## src/rtl/uart_rx_framed.sv

```systemverilog
`default_nettype none
//==============================================================================
// Module   : uart_rx_framed
// Purpose  : UART receiver with 3-sample majority vote, false-start rejection,
//            parity/framing flags and a valid/ready one-word holding register.
// Revision : 1.0
//==============================================================================
module uart_rx_framed #(
    parameter int DATA_BITS    = 8,
    parameter int STOP_BITS    = 1,
    parameter int PARITY       = 0,
    parameter int CLKS_PER_BIT = 1000
) (
    input  logic                 clk,
    input  logic                 n_reset,
    input  logic                 data_in,
    output logic [DATA_BITS-1:0] data_out,
    output logic                 valid,
    input  logic                 ready,
    output logic                 parity_err,
    output logic                 frame_err,
    output logic                 overrun,
    output logic                 busy
);

    localparam int CW  = $clog2(CLKS_PER_BIT);
    localparam int BW  = $clog2(DATA_BITS + 1);
    localparam int MID = CLKS_PER_BIT / 2;

    localparam logic [CW-1:0] c_LAST   = CW'(CLKS_PER_BIT - 1);
    localparam logic [CW-1:0] c_MID_M1 = CW'(MID - 1);
    localparam logic [CW-1:0] c_MID    = CW'(MID);
    localparam logic [CW-1:0] c_MID_P1 = CW'(MID + 1);
    localparam logic [BW-1:0] c_DLAST  = BW'(DATA_BITS - 1);
    localparam logic [BW-1:0] c_SLAST  = BW'(STOP_BITS - 1);

    typedef enum logic [2:0] {
        S_IDLE   = 3'd0,
        S_START  = 3'd1,
        S_DATA   = 3'd2,
        S_PARITY = 3'd3,
        S_STOP   = 3'd4
    } state_t;

    state_t                r_state;
    logic [1:0]            r_sync;
    logic [1:0]            r_flush;
    logic                  r_prev;
    logic [CW-1:0]         r_sample_ctr;
    logic [BW-1:0]         r_bit_ctr;
    logic                  r_s_early;
    logic                  r_s_mid;
    logic [DATA_BITS-1:0]  r_data;
    logic                  r_perr;
    logic                  r_ferr;
    logic                  r_done;

    logic w_rx_s;
    logic w_start_edge;
    logic w_vote;

    assign w_rx_s       = r_sync[1];
    // r_prev only goes high once the synchroniser holds real line samples,
    // so a line held low through reset cannot fake a falling edge.
    assign w_start_edge = r_prev & ~w_rx_s;
    assign w_vote       = (r_s_early & r_s_mid) | (r_s_early & w_rx_s) | (r_s_mid & w_rx_s);
    assign busy         = (r_state != S_IDLE);

    always_ff @(posedge clk or negedge n_reset) begin
        if (!n_reset) begin
            r_sync       <= 2'b11;
            r_flush      <= 2'b00;
            r_prev       <= 1'b0;
            r_state      <= S_IDLE;
            r_sample_ctr <= '0;
            r_bit_ctr    <= '0;
            r_s_early    <= 1'b0;
            r_s_mid      <= 1'b0;
            r_data       <= '0;
            r_perr       <= 1'b0;
            r_ferr       <= 1'b0;
            r_done       <= 1'b0;
        end else begin
            r_sync  <= {r_sync[0], data_in};
            r_flush <= {r_flush[0], 1'b1};
            r_prev  <= r_flush[1] & w_rx_s;
            r_done  <= 1'b0;
            if (r_state == S_IDLE) begin
                r_sample_ctr <= '0;
                if (w_start_edge) begin
                    r_state   <= S_START;
                    r_bit_ctr <= '0;
                    r_perr    <= 1'b0;
                    r_ferr    <= 1'b0;
                end
            end else begin
                r_sample_ctr <= (r_sample_ctr == c_LAST) ? '0 : r_sample_ctr + 1'b1;
                if (r_sample_ctr == c_MID_M1) r_s_early <= w_rx_s;
                if (r_sample_ctr == c_MID)    r_s_mid   <= w_rx_s;
                if (r_sample_ctr == c_MID_P1) begin
                    case (r_state)
                        S_START: begin
                            r_bit_ctr <= '0;
                            r_state   <= w_vote ? S_IDLE : S_DATA;
                        end
                        S_DATA: begin
                            // LSB-first shift: after DATA_BITS bits the first bit sits at bit 0
                            r_data <= {w_vote, r_data[DATA_BITS-1:1]};
                            if (r_bit_ctr == c_DLAST) begin
                                r_bit_ctr <= '0;
                                r_state   <= (PARITY != 0) ? S_PARITY : S_STOP;
                            end else begin
                                r_bit_ctr <= r_bit_ctr + 1'b1;
                            end
                        end
                        S_PARITY: begin
                            r_perr    <= ((^r_data) ^ w_vote) != (PARITY == 2);
                            r_bit_ctr <= '0;
                            r_state   <= S_STOP;
                        end
                        S_STOP: begin
                            if (!w_vote) begin
                                r_ferr  <= 1'b1;
                                r_done  <= 1'b1;
                                r_state <= S_IDLE;
                            end else if (r_bit_ctr == c_SLAST) begin
                                r_done  <= 1'b1;
                                r_state <= S_IDLE;
                            end else begin
                                r_bit_ctr <= r_bit_ctr + 1'b1;
                            end
                        end
                        default: r_state <= S_IDLE;
                    endcase
                end
            end
        end
    end

    always_ff @(posedge clk or negedge n_reset) begin
        if (!n_reset) begin
            data_out   <= '0;
            valid      <= 1'b0;
            parity_err <= 1'b0;
            frame_err  <= 1'b0;
            overrun    <= 1'b0;
        end else if (r_done) begin
            if (!valid || ready) begin
                data_out   <= r_data;
                parity_err <= r_perr;
                frame_err  <= r_ferr;
                overrun    <= 1'b0;
                valid      <= 1'b1;
            end else begin
                overrun <= 1'b1;
            end
        end else if (valid && ready) begin
            valid      <= 1'b0;
            parity_err <= 1'b0;
            frame_err  <= 1'b0;
            overrun    <= 1'b0;
        end
    end

endmodule
`default_nettype wire
```

## config.mk

```make
export PLATFORM = sky130hd
export DESIGN_NAME = uart_rx_framed
export DESIGN_NICKNAME = d
export VERILOG_FILES = /design/src/rtl/uart_rx_framed.sv
export SDC_FILE = /design/constraint.sdc
export NUM_CORES = 1
export LEC_CHECK = 0
export BUFFER_PORTS_ARGS = -buffer_cell sky130_fd_sc_hd__buf_2
export CORE_UTILIZATION = 55
export DETAILED_ROUTE_END_ITERATION = 6
export GPL_ROUTABILITY_DRIVEN = 1
export PLACE_DENSITY = 0.78
export SYNTH_ARGS = -nofsm -noshare
export SYNTH_HDL_FRONTEND = slang
export SYNTH_SLANG_ARGS = --single-unit
```

## constraint.sdc

```tcl
create_clock -name clk -period 3.42 [get_ports clk]
set_input_delay 0.342 -clock clk [delete_from_list [all_inputs] [get_ports clk]]
set_output_delay 0.342 -clock clk [all_outputs]
set_load 0.02 [all_outputs]
```

# == Yosys cells after proc, flatten, opt, wreduce, memory -nomap -nowiden ==
# Index checks and enable logic that the tools add are counted.
# totals
reg_bits,47
inputBits,4
out_inout_bits,13
elab_cells,106
# op_classes
addsub,2
n_eq_ne,16
muxes,39
bitwise_logic,10
n_reduce_logical,22
# op_table
operator,n
$eq 10x9->1 const B,3
$mux 4,6
$mux 1,22
$mux 10,2
$mux 3,6
$pmux 3 s4,1
$pmux 4 s3,1
$add 10x1->10 const B,1
$eq 10x10->1 const B,1
$ne 3x3->1 const B,3
$reduce_and 2->1,4
$reduce_and 4->1,2
$reduce_bool 2->1,4
$reduce_xor 8->1,1
$eq 3x2->1 const B,2
$reduce_and 3->1,2
$and 1x1->1,5
$reduce_and 5->1,1
$add 4x1->4 const B,1
$eq 4x3->1 const B,1
$logic_not 4->1,1
$ne 2x1->1 const B,2
$ne 4x4->1 const B,1
$reduce_bool 4->1,1
other kinds (13),15

# == Depth between registers and ports, before layout ==
# depth
ltp_word,7
depth_mapped,7

# == Worst setup path after synthesis ==
# No wires, ideal clock.
# synth_path
kind,flip-flop to flip-flop
from,reg r_sample_ctr[3]
to,reg r_data[0]
setup_ns,0.125
arrival_ns,1.887
t_required_ns,3.295
slack_ns,1.408
path_stages_with_launch,6
path_buffers,1
synth_period_minus_slack_ns,2.012
cell_sequence,dfrtp_1 -> nand2b_1 -> or4b_4 -> or3_1 -> buf_6 -> mux2_4
# synth_via
elab_chain_len,2
# synth_lines
element,line_no,rtl
from (decl),49,logic [CW-1:0] r_sample_ctr;
from (signal assigned),97,r_sample_ctr <= (r_sample_ctr == c_LAST) ? '0 : r_sample_ctr + 1'b1;
$eq 10x9->1,100,if (r_sample_ctr == c_MID_P1) begin
$reduce_and 3->1 (no line),--,
to (signal assigned),108,"r_data <= {w_vote, r_data[DATA_BITS-1:1]};"
to (decl),53,logic [DATA_BITS-1:0] r_data;
# Every way passes these cells.
# A chain may end at the register's enable or synchronous reset.

# == Worst setup path in the final report ==
# layout_path
from,reg r_state[2]
to,reg r_bit_ctr[3]
# layout_via
elab_chain_len,5
# layout_lines
element,line_no,rtl
from (decl),45,state_t r_state;
from (signal assigned),104,r_state <= w_vote ? S_IDLE : S_DATA;
from (signal assigned),111,r_state <= (PARITY != 0) ? S_PARITY : S_STOP;
$eq 3x2->1 / $eq 3x1->1 (equally long branches),101,case (r_state)
$reduce_or 2->1 (no line),--,
$pmux 4 s3,101,
$mux 4,100,
$mux 4,88,if (r_state == S_IDLE) begin
to (signal assigned),113,r_bit_ctr <= r_bit_ctr + 1'b1;
to (signal assigned),130,r_bit_ctr <= r_bit_ctr + 1'b1;
to (decl),50,logic [BW-1:0] r_bit_ctr;
# Several ways; a longest one is shown, not always the timed one. The select of a mux whose other input is x is not followed.

==> results.yml <==
min_path:
  hold_depth: 1
  hold_path.class: "in2reg"
  hold_path_end: "r_sync[0]"
  hp-start: "data_in"
timing:
  drv_slew: 0
  fmax_mhz: 433
  setup_violations: 0
  hold_viol: 0
  rsz0062_at_grt: "false"
  period_share_pct: 67.5
  fin_ws_ps: 1110
  fin_crit_ps: 2310
  tns_ps: 0
  tightest_slew_ps: 1000
  slew_headroom_pct: 33.2
  finalClockSkew_ps: 8.75
grt:
  grt_first_pass_wirelength_um: 6660
  grt_pass1_vias: 1485
  antenna_found_initial: 0
  gr-usage-all-layers_pct: 21.1
  overflow: 0
  grt_max_degree: 48
finish:
  fin_area_mm2: 0.00245
  layout.cells.non_filler: 257
  final_nets: 217
  final_common_cell: "dfrtp_1"
  layout-drive-gt1-share_pct: 24.4
  fin_util_pct: 64.6
  final_cell_mix: "45 x dfrtp_1, 16 x buf_2, 15 x nor2_1"
  diodes: 0
  area_growth_pct: 9.31
  fillers: 302
floorplan:
  die_area_mm2: 0.00434
  start_util_pct: 59.1
  core_mm2: 0.00380
  fp.dieH_um: 65.9
  dieWidth_um: 65.9
  num_rows: 22
  num_io_pins: 17
synthesis:
  syn-num-nets: 198
  synth_top_flop_cell: "dfrtp_1"
  synth_edf_count: 0
  syn_area_per_cell_um2: 11.9
  synth_top_family_by_area: "simple AND/OR/NAND/NOR gates"
  yosysWarnings: 0
  synthMuxAreaShare_pct: 12.0
  synth_compound_area_share_pct: 7.13
  synth_xor_area_share_pct: 5.85
  yosys.area_share.adder_pct: 3.23
  netlist_instances: 189
  ys_ff_latch: 47
  syn_area_mm2: 0.00224
  async_reset_ff_share_pct: 100
  ys_seq_area_share_pct: 52.5
  synth-simple-area-share_pct: 16.8
  yosysUniqueCellTypes: 47
power:
  p_leak_nw: 1.15
  power.density_mw_per_mm2: 492
  peakVddDrop_uv: 367
critical_path:
  max_stage_delay_ps: 560
  r2r_cells: 6
  criticalPathCategory: "reg2reg"
  crit_arrival_ps: 2550
  path_cells: "nor3_4 > inv_1 > nor3b_4 > o2bb2ai_1 > or4_1 > nand3_1"
  critical_path_required_ps: 3660
  slowest_stage: "or4_1"
  cp-end-kind: "flip-flop"
  cp.buffers_inverters: 1
  ff2ff_setup_slack_ps: 1110
  startpoint_type: "flip-flop"
  cp_max_fo: 13
  r2r-end: "r_bit_ctr[3]"
  critPathTopFamily: "simple AND/OR/NAND/NOR gates"
  critPathLaunch: "r_state[2]"
  r2r-start: "r_state[2]"
detailed_routing:
  wire_per_inst_um: 15.0
  dr.pass1.iters: 4
  drc: 0
  drtIter0Drc: 59
  avgViaCountPerCell: 5.63
  vias: 1447
  postRouteWirelength_um: 3870
  antenna_left: 0
cts:
  clock-sinks: 47
  cts_setup_buffers: 0
  clkLatencyLatePin_ps: 300
  hold_buffers: 0
  htree_levels: 2
  cts_tree: "done"
  cts_buffer_depth: 2
  clockRootBuffer: "clkbuf_8"
  cts_resized: 0
  clkTransAtPathRegs_ps: 90
  cts_buffers: 5
status:
  status: "completed"
flow_run:
  cap_violations: 0
placement:
  place_ws_ps: 1190
  portBuffers: 16
  dp.cells: 249
  dp.final_hpwl_um: 2840
  place_congestion: 0.839
  placed_area_mm2: 0.00236
## registers in the layout (all words and copies together), names as in the netlist
signal	cells
data_out	8
frame_err	1
overrun	1
parity_err	1
r_bit_ctr	4
r_data	8
r_done	1
r_ferr	1
r_flush	2
r_perr	1
r_prev	1
r_s_early	1
r_s_mid	1
r_sample_ctr	10
r_state	3
r_sync	2
valid	1
## synth_stat cells, types with 3 or more instances
master    count  share of area, %
a21oi_1       3              0.67
xor2_1        4               1.6
ha_1          5               2.8
clkbuf_1      3              0.50
nor3_1        4              0.89
o21ai_0       6               1.3
nor2b_1       3              0.84
xnor2_1      11               4.3
nor2_1       15               2.5
mux2_2       11               5.5
nand3_1       9               2.0
mux2i_1       4               1.8
inv_1         8               1.3
nand2b_1      6               1.7
nand2_1       9               1.5
mux2_4        7               4.7
dfrtp_1      45                50
## layer usage
layer / vias to the layer above / global-route usage [%] / part of all wire (%)
met1: 723 / 25.3 / 45
met3: 5 / 6.55 / 3.0
met4: 0 / 6.79 / 1.4
met2: 21 / 35.7 / 51
li1: 698 / - / -
met5: - / 0 / 0
## worst reg2reg max path: stages (launching register included)
cell       delay, ps
dfrtp_1          540
nor3_4           360
inv_1            160
nor3b_4          300
o2bb2ai_1        230
or4_1            560
nand3_1           90
## where the power goes
group / internal, W / total, W / switching, W / leakage, nW
logic: 0.0000835 / 0.000207 / 0.000124 / 0.486
clock network: 0.000146 / 0.000334 / 0.000188 / 0.0485
registers: 0.000599 / 0.000664 / 0.0000653 / 0.616
## kinds of logic (layout without fill, tap and decap cells)
kind of cell / count (synthesis) / count (layout)
buffers and inverters: 12 / 32
xor gates and xnor gates: 15 / 15
other: 1 / 1
adders and majority gates: 6 / 6
AOI/OAI and AO/OA: 22 / 22
DFF: 47 / 47
and+or+nand+nor: 64 / 64
muxes: 22 / 22
## final cells by class
type,instances,area (um^2),area share [%]
flip-flops and latches,47,1180,48.0
clock buffers,5,68.8,2.80
repair buffers,16,80.1,3.26
clock inverters,3,22.5,0.918
inverters,8,30.0,1.22
well taps,48,60.1,2.45
multi-input cells,130,1010,41.3
## stage by stage
| stage | hold WS, ps | total power (W) |
|---|---|---|
| final | 134 | 0.00121 |
| after CTS | 124 | 0.00122 |
| after global placement | 345 | 0.000865 |
| after floorplan | 46.4 | 0.000817 |
| after detailed placement | 349 | 0.000882 |
| after global routing | 111 | 0.00127 |
## worst max path at each step
| stage | endpoint | slack, ps | depth (start not counted) |
|---|---|---|---|
| floorplan | r_data[0] | 1410 | 5 |
| global placement | r_data[6] | 1250 | 4 |
| detailed placement | r_data[2] | 1190 | 4 |
| CTS | r_bit_ctr[3] | 1180 | 6 |
| global route | r_bit_ctr[3] | 1010 | 6 |
| finish | r_bit_ctr[3] | 1110 | 6 |
(Power assumes the default switching activity.)
